### src/rtl/atm_channel_sequencer_if.sv
`default_nettype none
// ============================================================================
//  Module      : atm_channel_sequencer_if
//  Description : Control/data bundle between a frame source, the ADC and
//                the ATM channel sequencer. The slave modport is the
//                sequencer side; the master modport is the environment.
//  Revision    : 1.0 - initial release
// ============================================================================
interface atm_channel_sequencer_if;
    logic        ENSAMP_sync;
    logic        FRAME_TRIG;
    logic [7:0]  CHEN;
    logic [15:0] ADC_RESULT;
    logic        ADC_DONE;
    logic        ADC_START;
    logic [7:0]  ATMCHSEL;
    logic [15:0] RESULT;
    logic        DONE;
    logic        LASTWORD;
    logic        BUSY;
    logic        TRIG_OVERRUN;
    logic        ADC_TIMEOUT;

    modport slave (
        input  ENSAMP_sync, FRAME_TRIG, CHEN, ADC_RESULT, ADC_DONE,
        output ADC_START, ATMCHSEL, RESULT, DONE, LASTWORD, BUSY,
               TRIG_OVERRUN, ADC_TIMEOUT
    );

    modport master (
        output ENSAMP_sync, FRAME_TRIG, CHEN, ADC_RESULT, ADC_DONE,
        input  ADC_START, ATMCHSEL, RESULT, DONE, LASTWORD, BUSY,
               TRIG_OVERRUN, ADC_TIMEOUT
    );
endinterface
`default_nettype wire

### src/rtl/atm_channel_sequencer.sv
`default_nettype none
// ============================================================================
//  Module      : atm_channel_sequencer
//  Description : Walks the enabled channels of a frame from lowest to
//                highest, requesting one ADC conversion per channel and
//                emitting a write strobe with the captured result.
//                Optional macro SEQ_TIMEOUT_EN adds a conversion-wait
//                timeout that emits 16'hFFFF and toggles ADC_TIMEOUT.
//  Revision    : 1.0 - initial release
// ============================================================================
module atm_channel_sequencer #(
    parameter int TIMEOUT_CYCLES = 255
) (
    input  wire logic              SAMPLE_CLK,
    input  wire logic              RST_sync,
    atm_channel_sequencer_if.slave sif
);

    typedef enum logic [1:0] {
        ST_IDLE  = 2'd0,
        ST_START = 2'd1,
        ST_CONV  = 2'd2,
        ST_EMIT  = 2'd3
    } state_t;

    // Out-of-range limits are rejected at elaboration time.
    if (TIMEOUT_CYCLES < 1 || TIMEOUT_CYCLES > 255) begin : g_bad_timeout
        $error("TIMEOUT_CYCLES must be in 1..255");
    end

    // One-hot of the lowest set bit of a vector (zero stays zero).
    function automatic logic [7:0] f_lowest(input logic [7:0] v);
        f_lowest = v & (~v + 8'd1);
    endfunction

    state_t      r_state, w_state_nx;
    logic [7:0]  r_mask, w_mask_nx;
    logic [7:0]  r_chsel, w_chsel_nx;
    logic        r_adc_start, w_adc_start_nx;
    logic [15:0] r_result, w_result_nx;
    logic        r_done, w_done_nx;
    logic        r_last, w_last_nx;
    logic        r_busy, w_busy_nx;
    logic        r_trig_ovr, w_trig_ovr_nx;
    logic [7:0]  w_higher;

`ifdef SEQ_TIMEOUT_EN
    localparam logic [7:0] c_TO_LAST = 8'(TIMEOUT_CYCLES - 1);
    logic [7:0]  r_to_cnt, w_to_cnt_nx;
    logic        r_adc_to, w_adc_to_nx;
`endif

    // Enabled channels above the one currently selected; zero means last word.
    assign w_higher = r_mask & ~(r_chsel | (r_chsel - 8'd1));

    // Next-state and next-output decode; every output is registered below.
    always_comb begin
        w_state_nx     = r_state;
        w_mask_nx      = r_mask;
        w_chsel_nx     = r_chsel;
        w_adc_start_nx = 1'b0;
        w_result_nx    = r_result;
        w_done_nx      = 1'b0;
        w_last_nx      = 1'b0;
        // Any trigger seen while a frame is in flight is dropped and flagged.
        w_trig_ovr_nx  = r_trig_ovr ^ (sif.FRAME_TRIG && (r_state != ST_IDLE));
`ifdef SEQ_TIMEOUT_EN
        w_to_cnt_nx    = r_to_cnt;
        w_adc_to_nx    = r_adc_to;
`endif
        if (!sif.ENSAMP_sync) begin
            // Abort: no partial-frame strobe, datapath cleared, toggles kept.
            w_state_nx  = ST_IDLE;
            w_mask_nx   = 8'd0;
            w_chsel_nx  = 8'd0;
            w_result_nx = 16'd0;
        end else begin
            case (r_state)
                ST_IDLE: begin
                    w_chsel_nx = 8'd0;
                    if (sif.FRAME_TRIG && (sif.CHEN != 8'd0)) begin
                        w_mask_nx      = sif.CHEN;
                        w_chsel_nx     = f_lowest(sif.CHEN);
                        w_adc_start_nx = 1'b1;
                        w_state_nx     = ST_START;
                    end
                end
                ST_START: begin
                    w_state_nx = ST_CONV;
`ifdef SEQ_TIMEOUT_EN
                    w_to_cnt_nx = 8'd0;
`endif
                end
                ST_CONV: begin
                    // A real result on the limit cycle takes precedence.
                    if (sif.ADC_DONE) begin
                        w_result_nx = sif.ADC_RESULT;
                        w_done_nx   = 1'b1;
                        w_last_nx   = (w_higher == 8'd0);
                        w_state_nx  = ST_EMIT;
                    end
`ifdef SEQ_TIMEOUT_EN
                    else if (r_to_cnt == c_TO_LAST) begin
                        w_result_nx = 16'hFFFF;
                        w_done_nx   = 1'b1;
                        w_last_nx   = (w_higher == 8'd0);
                        w_adc_to_nx = ~r_adc_to;
                        w_state_nx  = ST_EMIT;
                    end else begin
                        w_to_cnt_nx = r_to_cnt + 8'd1;
                    end
`endif
                end
                ST_EMIT: begin
                    if (w_higher == 8'd0) begin
                        w_chsel_nx = 8'd0;
                        w_state_nx = ST_IDLE;
                    end else begin
                        w_chsel_nx     = f_lowest(w_higher);
                        w_adc_start_nx = 1'b1;
                        w_state_nx     = ST_START;
                    end
                end
                default: begin
                    w_chsel_nx = 8'd0;
                    w_state_nx = ST_IDLE;
                end
            endcase
        end
        w_busy_nx = (w_state_nx != ST_IDLE);
    end

    // State and registered outputs.
    always_ff @(posedge SAMPLE_CLK or posedge RST_sync) begin
        if (RST_sync) begin
            r_state     <= ST_IDLE;
            r_mask      <= 8'd0;
            r_chsel     <= 8'd0;
            r_adc_start <= 1'b0;
            r_result    <= 16'd0;
            r_done      <= 1'b0;
            r_last      <= 1'b0;
            r_busy      <= 1'b0;
            r_trig_ovr  <= 1'b0;
        end else begin
            r_state     <= w_state_nx;
            r_mask      <= w_mask_nx;
            r_chsel     <= w_chsel_nx;
            r_adc_start <= w_adc_start_nx;
            r_result    <= w_result_nx;
            r_done      <= w_done_nx;
            r_last      <= w_last_nx;
            r_busy      <= w_busy_nx;
            r_trig_ovr  <= w_trig_ovr_nx;
        end
    end

`ifdef SEQ_TIMEOUT_EN
    // Conversion-wait counter and timeout event toggle.
    always_ff @(posedge SAMPLE_CLK or posedge RST_sync) begin
        if (RST_sync) begin
            r_to_cnt <= 8'd0;
            r_adc_to <= 1'b0;
        end else begin
            r_to_cnt <= w_to_cnt_nx;
            r_adc_to <= w_adc_to_nx;
        end
    end

    assign sif.ADC_TIMEOUT = r_adc_to;
`else
    assign sif.ADC_TIMEOUT = 1'b0;
`endif

    assign sif.ADC_START    = r_adc_start;
    assign sif.ATMCHSEL     = r_chsel;
    assign sif.RESULT       = r_result;
    assign sif.DONE         = r_done;
    assign sif.LASTWORD     = r_last;
    assign sif.BUSY         = r_busy;
    assign sif.TRIG_OVERRUN = r_trig_ovr;

endmodule
`default_nettype wire

### src/flat_wrapper.sv
// flat-port wrapper written by rule: the top's interface ports become plain ports
module atm_channel_sequencer_flat 
#(
    parameter int TIMEOUT_CYCLES = 255
)
  (SAMPLE_CLK, RST_sync, sif_ENSAMP_sync, sif_FRAME_TRIG, sif_CHEN, sif_ADC_RESULT, sif_ADC_DONE, sif_ADC_START, sif_ATMCHSEL, sif_RESULT, sif_DONE, sif_LASTWORD, sif_BUSY, sif_TRIG_OVERRUN, sif_ADC_TIMEOUT);
  atm_channel_sequencer_if sif_i ();
  input  wire logic SAMPLE_CLK;
  input  wire logic RST_sync;
  input wire logic [$bits(sif_i.ENSAMP_sync)-1:0] sif_ENSAMP_sync;
  input wire logic [$bits(sif_i.FRAME_TRIG)-1:0] sif_FRAME_TRIG;
  input wire logic [$bits(sif_i.CHEN)-1:0] sif_CHEN;
  input wire logic [$bits(sif_i.ADC_RESULT)-1:0] sif_ADC_RESULT;
  input wire logic [$bits(sif_i.ADC_DONE)-1:0] sif_ADC_DONE;
  output wire logic [$bits(sif_i.ADC_START)-1:0] sif_ADC_START;
  output wire logic [$bits(sif_i.ATMCHSEL)-1:0] sif_ATMCHSEL;
  output wire logic [$bits(sif_i.RESULT)-1:0] sif_RESULT;
  output wire logic [$bits(sif_i.DONE)-1:0] sif_DONE;
  output wire logic [$bits(sif_i.LASTWORD)-1:0] sif_LASTWORD;
  output wire logic [$bits(sif_i.BUSY)-1:0] sif_BUSY;
  output wire logic [$bits(sif_i.TRIG_OVERRUN)-1:0] sif_TRIG_OVERRUN;
  output wire logic [$bits(sif_i.ADC_TIMEOUT)-1:0] sif_ADC_TIMEOUT;
  assign sif_i.ENSAMP_sync = sif_ENSAMP_sync;
  assign sif_i.FRAME_TRIG = sif_FRAME_TRIG;
  assign sif_i.CHEN = sif_CHEN;
  assign sif_i.ADC_RESULT = sif_ADC_RESULT;
  assign sif_i.ADC_DONE = sif_ADC_DONE;
  assign sif_ADC_START = sif_i.ADC_START;
  assign sif_ATMCHSEL = sif_i.ATMCHSEL;
  assign sif_RESULT = sif_i.RESULT;
  assign sif_DONE = sif_i.DONE;
  assign sif_LASTWORD = sif_i.LASTWORD;
  assign sif_BUSY = sif_i.BUSY;
  assign sif_TRIG_OVERRUN = sif_i.TRIG_OVERRUN;
  assign sif_ADC_TIMEOUT = sif_i.ADC_TIMEOUT;
  atm_channel_sequencer #(.TIMEOUT_CYCLES(TIMEOUT_CYCLES)) u_core (.SAMPLE_CLK(SAMPLE_CLK), .RST_sync(RST_sync), .sif(sif_i));
endmodule
### config.mk
export PLATFORM = sky130hd
export DESIGN_NAME = atm_channel_sequencer_flat
export DESIGN_NICKNAME = d
export VERILOG_FILES = /design/src/rtl/atm_channel_sequencer_if.sv /design/src/rtl/atm_channel_sequencer.sv /design/src/flat_wrapper.sv
export SDC_FILE = /design/constraint.sdc
export NUM_CORES = 1
export LEC_CHECK = 0
export ABC_AREA = 1
export CORE_ASPECT_RATIO = 1.1
export CORE_MARGIN = 3
export CORE_UTILIZATION = 40
export CTS_CLUSTER_DIAMETER = 120
export DETAILED_ROUTE_END_ITERATION = 10
export GPL_TIMING_DRIVEN = 0
export PLACE_DENSITY_LB_ADDON = 0.15
export SYNTH_ARGS = -nofsm -noshare
export SYNTH_HDL_FRONTEND = slang
export SYNTH_SLANG_ARGS = --single-unit
### constraint.sdc
create_clock -name SAMPLE_CLK -period 1.8 [get_ports SAMPLE_CLK]
set_clock_uncertainty 0.2 [all_clocks]
set_input_delay 0.36 -clock SAMPLE_CLK [delete_from_list [all_inputs] [get_ports SAMPLE_CLK]]
set_output_delay 0.36 -clock SAMPLE_CLK [all_outputs]
set_load 0.02 [all_outputs]
Word level (Yosys, flattened, before mapping). Index checks and enable logic that the tools add are counted.

Flip-flop bits (word level): 39. Input bits: 29. Output and inout bits: 30. Word-level logic and storage cells: 62.

Add/sub/neg operators: 3. Equality and inequality tests: 8. Multiplexer cells: 25. Bitwise operators: 8. Reduce and logical (&&, ||, !) cells: 9.

Operator list (number): $mux 16 (3); $mux 8 (6); $and 8x8->8 (3); $not 8->8 (3); $add 8x1->8 const B (2); $pmux 8 s2 (1); $mux 1 (10); $logic_not 8->1 (1); $ne 2x1->1 const B (4); $or 8x8->8 (1); $pmux 2 s4 (1); $reduce_bool 8->1 (1); $sub 8x1->8 const B (1); $mux 2 (3); $eq 2x2->1 const B (2); $reduce_and 2->1 (2); $reduce_bool 2->1 (2); $ne 3x1->1 const B (1); $eq 2x1->1 const B (1); $logic_and 1x1->1 (2); $logic_not 2->1 (1); $pmux 1 s2 (1); $xor 1x1->1 (1).

Longest topological paths before layout. Gate-level depths: netlist of run 1.

Word-level depth: 10. Gate-level depth with buffers: 11. Depth with buffers taken out: 11.

Worst setup path after synthesis of run 1. Ideal clock, no wire load.

Path kind: register to register. From: register u_core.r_state[0]. To: register u_core.r_result[0], in the netlist u_core.sif.RESULT[0]. Setup time: 0.066 ns. Data arrival time: 1.308 ns. Required time: 1.534 ns. Slack: 0.226 ns. Cell stages (with the launch flop): 8. Path buffers: 1. Period minus slack after synthesis: 1.574 ns. Cell sequence: dfrtp_1 inv_1 ha_1 nand2_1 nor2_2 buf_4 nand2_1 nand2_1.

Word-level cells in the longest chain between the ends: 3.

Ends and longest elaborated chain: start: declaration (line atm_channel_sequencer.sv:36) `state_t r_state, w_state_nx;`; start signal: assignment (line atm_channel_sequencer.sv:146) `r_state <= w_state_nx;`; $eq 2x2->1 (line atm_channel_sequencer.sv:78) `case (r_state)`; $ne 2x1->1 (no line); $reduce_and 2->1 (no line); end signal: assignment (line atm_channel_sequencer.sv:150) `r_result <= w_result_nx;`; end: declaration (line atm_channel_sequencer.sv:40) `logic [15:0] r_result, w_result_nx;`.

No other way between the ends. A chain may end at the register's enable or synchronous reset.

Worst setup path after layout of run 1.
From: input sif_CHEN[0]. To: register u_core.r_chsel[4], in the netlist u_core.sif.ATMCHSEL[4].

Word-level cells in the longest chain between the ends: 6. Elaborated cells on any way between the ends: 8. Those cells by class: add/sub: 1; mux: 3; bitwise: 2; reduce/logical: 2.

Ends and longest elaborated chain: start: declaration (line flat_wrapper.sv:12) `input wire logic [$bits(sif_i.CHEN)-1:0] sif_CHEN;`; $not 8->8 (line atm_channel_sequencer.sv:33) `f_lowest = v & (~v + 8'd1);`; $add 8x1->8 (line atm_channel_sequencer.sv:33); $and 8x8->8 (line atm_channel_sequencer.sv:33); $mux 8 * (line atm_channel_sequencer.sv:81) `if (sif.FRAME_TRIG && (sif.CHEN != 8'd0)) begin`; $pmux 8 s2 * (line atm_channel_sequencer.sv:78); $mux 8 * (line atm_channel_sequencer.sv:71) `if (!sif.ENSAMP_sync) begin`; end signal: assignment (line atm_channel_sequencer.sv:148) `r_chsel <= w_chsel_nx;`; end: declaration (line atm_channel_sequencer.sv:38) `logic [7:0] r_chsel, w_chsel_nx;`.

Every way passes the cells marked *; elsewhere a longest branch is shown, timed or not.

==> results.toml, run 1 <==
[outcome]
outcome = "complete, no violations"

[floorplanning]
coreArea_um2 = 4684
io_pins = 59
die-area_um2 = 5772
start_util_pct = 41.80
chipWidth_um = 72.71
dieHeight_um = 79.38
rows = 26

[global_routing]
grt_max_degree = 39
grt_overflow = 0
track_usage_pct = 18.10
antenna_found_initial = 0
grt_pass1_vias = 1863
grt_pass1_wl_mm = 8.211

[power_and_ir_drop]
ir_drop_uv = 434.0
power.total_uw = 2790
p_sw_uw = 984.3
p_clk_share_pct = 25.7
sequentialPowerShare_pct = 38.9
comb_power_share_pct = 35.4
powerDensity_nw_per_um2 = 1021
swShare_pct = 35.28
p_leak_uw = 0.001555
power.internal_uw = 1806

[worst_hold_path]
min_to = "u_core.r_mask[2]"
holdPathStages = 3
min_path_type = "input pin to register"
worstHoldStart = "sif_ENSAMP_sync"

[sta]
fin_ws_ns = 0.02597
finalSetupViolations = 0
fin_crit_ns = 1.774
hold-worst-slack_ns = 0.2165
drv_slew = 0
tightest_slew_ns = 0.7898
slew_headroom_pct = 47.27
hold_violations = 0
period_share_pct = 98.56
clock.fmax_mhz = 563.7

[logic_synthesis]
syn_avg_cell_area_um2 = 7.864
ys_warn_count = 0
ys_seq_area_share_pct = 48.56
syn-num-nets = 281
synth.distinct_cells = 26
synth_top_family_by_area = "simple AND/OR/NAND/NOR gates"
syn_area_um2 = 1958
synthXorXnorAreaFrac_pct = 0.4473
synthCells = 249
yosys.area_share.simple_pct = 34.12
synth_compound_area_share_pct = 6.454
ys_ff_latch = 38
yosys-mux-area-fraction_pct = 0
synthAdderAreaFrac_pct = 1.917

[routing]
avgViaCountPerCell = 4.963
drt_iter0_markers = 112
vias = 1861
drc = 0
first_pass_iters = 4
ant_nets = 0
wire_per_inst_um = 12.99
totalWireLength_mm = 4.873

[clock_network]
cts_inserted_buffers = 5
cts_root_buf = "clkbuf_8"
cts_hold_buf = 0
cts_buffer_depth = 2
tritoncts = "yes"
path_clk_slew_ns = 0.08
clock-sinks = 38
htreeDepth = 2
clk_latency_ns = 0.29

[critical_path]
slowest_delay_ns = 0.48
crit_path_end_kind = "register"
rr_worst_depth = 6
cp_num_buf_inv = 2
cp_cell_sequence = "clkdlybuf4s50_1 > inv_1 > nand2_1 > nor2_2 > nand2_2 > nand2_1 > o21ai_0 > nand3_1 > o21ai_0"
critPathSlowestCell = "clkdlybuf4s50_1"
arrival_ns = 1.79
worst_r2r_endpoint = "u_core.sif.ATMCHSEL[4]"
crit_type = "input pin to register"
rrSetupSlack_ns = 0.07
crit_fanout = 4
crit_cells = 9
crit_family = "buffers and inverters"
rr_startpoint = "u_core.r_state[0]"
cp-start-kind = "input pin"
crit_required_ns = 1.81

[flow_run]
maxCapViolations = 0

[final_layout]
antenna_cells = 0
area_growth_pct = 39.55
fin_cells = 375
drive_above_1_share_pct = 12.23
final_nets = 350
fin_util_pct = 58.33

[placed_design]
dpl.cell_count = 361
routabilityCongestion = 0.8795
dp_hpwl_mm = 3.541
io_buffers = 56
dp_slack_ns = -0.2759
## layout make-up
class,count,area [µm²]
buffer,7,46.29
fill,477,1952
clock buffer,6,72.57
sequential,38,950.9
clock inverter,2,37.54
tap,56,70.07
multi-input combinational,174,854.6
inverter,30,117.6
timing repair buffer,62,583.1
## cells by family (layout without fill, tap and decap cells)
group                      Yosys count  count (layout)
adders and majority gates            3               3
xor gates and xnor gates             1               1
buffers and inverters               37             107
AOI/OAI and AO/OA                   23              23
DFF                                 38              38
other                                1               1
and+or+nand+nor                    146             146
## how the worst max path moves through the flow
stage                            from                       to  slack, ns
global route              sif_CHEN[5]   u_core.sif.ATMCHSEL[4]      -0.08
CTS                   u_core.sif.DONE                 sif_DONE       0.01
floorplan           u_core.r_state[0]     u_core.sif.RESULT[0]       0.23
detailed placement        sif_CHEN[2]   u_core.sif.ATMCHSEL[1]      -0.28
finish                    sif_CHEN[0]   u_core.sif.ATMCHSEL[4]       0.03
global placement             RST_sync  u_core.sif.TRIG_OVERRUN      -0.48
## stage by stage
stage               cell area [µm²]  setup TNS, ns
finish                         2733              0
global placement               2589         -23.39
global route                   2733       -0.08282
detailed placement             2589         -5.723
floorplan                      1958              0
CTS                            2680              0
## power by group through the flow
stage                     Combinational [µW]  Clock (µW)  Sequential, µW
after floorplan                          493           0            1210
after global placement                   987           0            1100
after detailed placement                 996           0            1110
after CTS                                951         739            1090
after global routing                    1090         771            1110
final                                    988         716            1090
## state kept, by name, indices dropped and copies added, names as in the netlist
signal                   flops
u_core.sif.DONE              1
u_core.sif.TRIG_OVERRUN      1
u_core.sif.LASTWORD          1
u_core.r_state               2
u_core.sif.ADC_START         1
u_core.sif.RESULT           16
u_core.sif.ATMCHSEL          8
u_core.r_mask                7
u_core.sif.BUSY              1
## per-layer routing
metal	GRT usage (%)	vias up	part of all wire [%]
li1	-	927	-
met1	22.53	870	45
met2	30.23	58	48
met3	5.416	6	6.4
met4	4.982	0	1.1
met5	0	-	0
## layout by cell type, fill, tap and decap left out, drive strengths merged
cell type	instances
nand2	82
dfrtp	38
nand3	33
inv	30
clkdlybuf4s50	26
dlygate4sd2	26
nor2	22
o21ai	14
buf	12
clkbuf	7
nand4	4
dlymetal6s2s	4
nor3	4
o31ai	3
a21oi	3
ha	3
o22ai	2
a31oi	1
xnor2	1
or2	1
conb	1
bufinv	1
clkinvlp	1
## synth_stat cells
master	n	area, µm²
a21oi_1	3	15.01
a31oi_1	1	6.260
buf_1	1	3.750
buf_4	5	37.54
clkbuf_1	1	3.750
conb_1	1	3.750
dfrtp_1	38	950.9
ha_1	3	37.54
inv_1	29	108.9
inv_6	1	8.760
nand2_1	75	281.5
nand2_2	7	43.79
nand3_1	32	160.2
nand3_4	1	17.52
nand4_1	4	25.02
nor2_1	16	60.06
nor2_2	5	31.28
nor2_4	1	11.26
nor3_1	3	15.01
nor3_4	1	16.27
o21ai_0	11	55.05
o21ai_1	3	15.01
o22ai_1	2	12.51
o31ai_1	3	22.52
or2_2	1	6.260
xnor2_1	1	8.760
## worst min-delay path: cells and delay by family
family	cells	cell delay [ns]
buffers and inverters	1	0.17
AND/OR/NAND/NOR	1	0.07
AO/OA/AOI/OAI	1	0.07
## what timing repair did
action / in CTS / in global routing
setup endpoints to repair: 36 / 27
buffers inserted: 1 / 5
gates resized for setup: 28 / 6
pin swaps: 1 / 1
(Power assumes the default switching activity.)
==> run 2, diff against run 1 <==
--- a/config.mk
+++ b/config.mk
@@ -10,9 +10,11 @@
 export CORE_MARGIN = 3
 export CORE_UTILIZATION = 40
 export CTS_CLUSTER_DIAMETER = 120
+export CTS_CLUSTER_SIZE = 8
 export DETAILED_ROUTE_END_ITERATION = 10
 export GPL_TIMING_DRIVEN = 0
 export PLACE_DENSITY_LB_ADDON = 0.15
 export SYNTH_ARGS = -nofsm -noshare
 export SYNTH_HDL_FRONTEND = slang
 export SYNTH_SLANG_ARGS = --single-unit
+export TNS_END_PERCENT = 100
==> results of run 2 <==
Final layout, timing and power as in run 1 (identical DEF).
==> run 3, diff against run 2 <==
--- a/config.mk
+++ b/config.mk
@@ -7,11 +7,12 @@
 export LEC_CHECK = 0
 export ABC_AREA = 1
 export CORE_ASPECT_RATIO = 1.1
-export CORE_MARGIN = 3
+export CORE_MARGIN = 5
 export CORE_UTILIZATION = 40
 export CTS_CLUSTER_DIAMETER = 120
 export CTS_CLUSTER_SIZE = 8
 export DETAILED_ROUTE_END_ITERATION = 10
+export GPL_ROUTABILITY_DRIVEN = 0
 export GPL_TIMING_DRIVEN = 0
 export PLACE_DENSITY_LB_ADDON = 0.15
 export SYNTH_ARGS = -nofsm -noshare
==> run 3 against run 2 <==
  * Core utilization is 1.3 points higher
  * Sequential power hardly changed
  * Global-route usage is 2.4 points lower
  * Critical endpoint is now u_core.r_mask[1]
  * Highest routed layer unchanged
  * Critical path type unchanged
  * Largest power group unchanged
==> results.toml, run 3 (synthesis gave the netlist of run 1 again) <==
[final_layout]
antenna_cells = 0
drive_above_1_share_pct = 14.33
most-common-layout-cells = "nand2_1, dfrtp_1, nand3_1"
final_nets = 352
multi_input_area_um2 = 867.1
register_area_um2 = 952.2
area_growth_pct = 42.62
largest_reg_flops = 16
final_common_cell = "nand2_1"
fill_cells = 469
fin_cells = 377

[power_and_ir_drop]
power.total_uw = 3007
ir_drop_uv = 464.0
powerDensity_nw_per_um2 = 1077
p_leak_uw = 0.001570

[clock_network]
cts_inserted_buffers = 5
cts_root_buf = "clkbuf_8"
path_clk_slew_ns = 0.08
htreeDepth = 2
clk_latency_ns = 0.29
cts_buffer_depth = 2
tritoncts = "yes"
clock-sinks = 38

[floorplanning]
io_pins = 59
dieHeight_um = 83.38
chipWidth_um = 76.71
rows = 26
start_util_pct = 41.80
coreArea_um2 = 4684
die-area_um2 = 6396

[routing]
avgViaCountPerCell = 4.790
vias = 1806
wire_per_inst_um = 12.98
drt_iter0_markers = 74
totalWireLength_mm = 4.895
drc = 0
ant_nets = 0
first_pass_iters = 4

[global_routing]
grt_pass1_wl_mm = 8.273
track_usage_pct = 15.70
grt_pass1_vias = 1799
grt_max_degree = 39
antenna_found_initial = 0
grt_overflow = 0

[critical_path]
worst_r2r_endpoint = "u_core.sif.ATMCHSEL[6]"
crit_required_ns = 1.79
rrSetupSlack_ns = 0.13
cp_num_buf_inv = 2
rr_startpoint = "u_core.r_state[0]"
cp-start-kind = "input pin"
critPathSlowestCell = "clkdlybuf4s50_1"
crit_fanout = 7
crit_path_end_kind = "register"
rr_worst_depth = 6
slowest_delay_ns = 0.53
crit_top_cell = "nor2_2"
cp_cell_sequence = "clkdlybuf4s50_1 > nor2_2 > nand2_1 > nor2_2 > nand2_2 > nand3_4 > buf_4 > o31ai_1"
crit_family = "buffers and inverters"
crit_type = "input pin to register"
arrival_ns = 1.76

[worst_hold_path]
worstHoldStart = "sif_ENSAMP_sync"
min_to = "u_core.r_mask[2]"
min_path_type = "input pin to register"
holdPathStages = 3

[sta]
drv_slew = 0
tightest_slew_ns = 0.8063
fin_crit_ns = 1.770
period_share_pct = 98.33
slew_headroom_pct = 46.17
rsz0062_at_grt = "true"
clock.fmax_mhz = 565.0
hold_violations = 0
finalSetupViolations = 0

[flow_run]
maxCapViolations = 0

[outcome]
outcome = "complete, no violations"

[placed_design]
io_buffers = 56
dpl.cell_count = 361
dp_hpwl_mm = 3.611
run 3: stage by stage:
stage          setup slack (ns)  cell area (µm²)  TNS (ns)  hold slack (ns)  utilization [%]
6_report                0.03014             2793         0           0.1972            59.62
5_1_grt               -0.008585             2793  -0.01359           0.1943            59.62
2_1_floorplan            0.2258             1958         0           0.2696                -
3_3_place_gp            -0.4644             2589    -22.39           0.2601            55.26
4_1_cts                 0.01217             2706         0           0.1866            57.77
3_5_place_dp            -0.2953             2589    -5.375           0.2679            55.26
run 3: final cells by class:
cell class,instances,area share [%]
multi-input cells,174,31.05
clock inverters,2,2.151
plain buffers,7,1.658
repair buffers,64,21.37
flip-flops and latches,38,34.09
clock buffers,6,2.957
inverters,30,4.211
well taps,56,2.509
run 3: power by group:
part | total [µW] | switching (µW) | leakage (µW) | internal [µW]
Sequential | 1080 | 86.1 | 0.000517 | 997
Combinational | 1020 | 599 | 0.000982 | 417
Clock | 908 | 316 | 0.0000714 | 591
Total | 3010 | 1000 | 0.00157 | 2010
run 3: worst max-delay path by stage:
stage | from | endpoint | slack [ns] | cells after the start
2_1_floorplan | u_core.r_state[0] | u_core.sif.RESULT[0] | 0.23 | 7
3_3_place_gp | RST_sync | u_core.sif.TRIG_OVERRUN | -0.46 | 2
3_5_place_dp | sif_CHEN[2] | u_core.r_mask[5] | -0.30 | 9
4_1_cts | u_core.r_state[0] | u_core.sif.RESULT[8] | 0.01 | 7
5_1_grt | sif_CHEN[1] | u_core.r_mask[5] | -0.009 | 9
6_report | sif_CHEN[2] | u_core.r_mask[1] | 0.03 | 8
run 3: what timing repair did:
item	4_1_cts	5_1_grt
hold buffers	0	0
pin swaps	0	8
endpoints found under the setup margin	35	24
buffers inserted	0	8
cloned	0	0
gates resized for setup	27	10
run 3: routing by layer:
metal	vias up	global-route usage [%]	routed length, µm
met2	59	24.86	2242
li1	934	-	-
met4	0	4.928	49
met3	5	6.277	414
met5	-	0	0
met1	808	19.47	2188
run 3: worst min-delay path: stages:
cell and delay, ns:
buf_4 0.16, nand2_1 0.06, o21ai_0 0.06
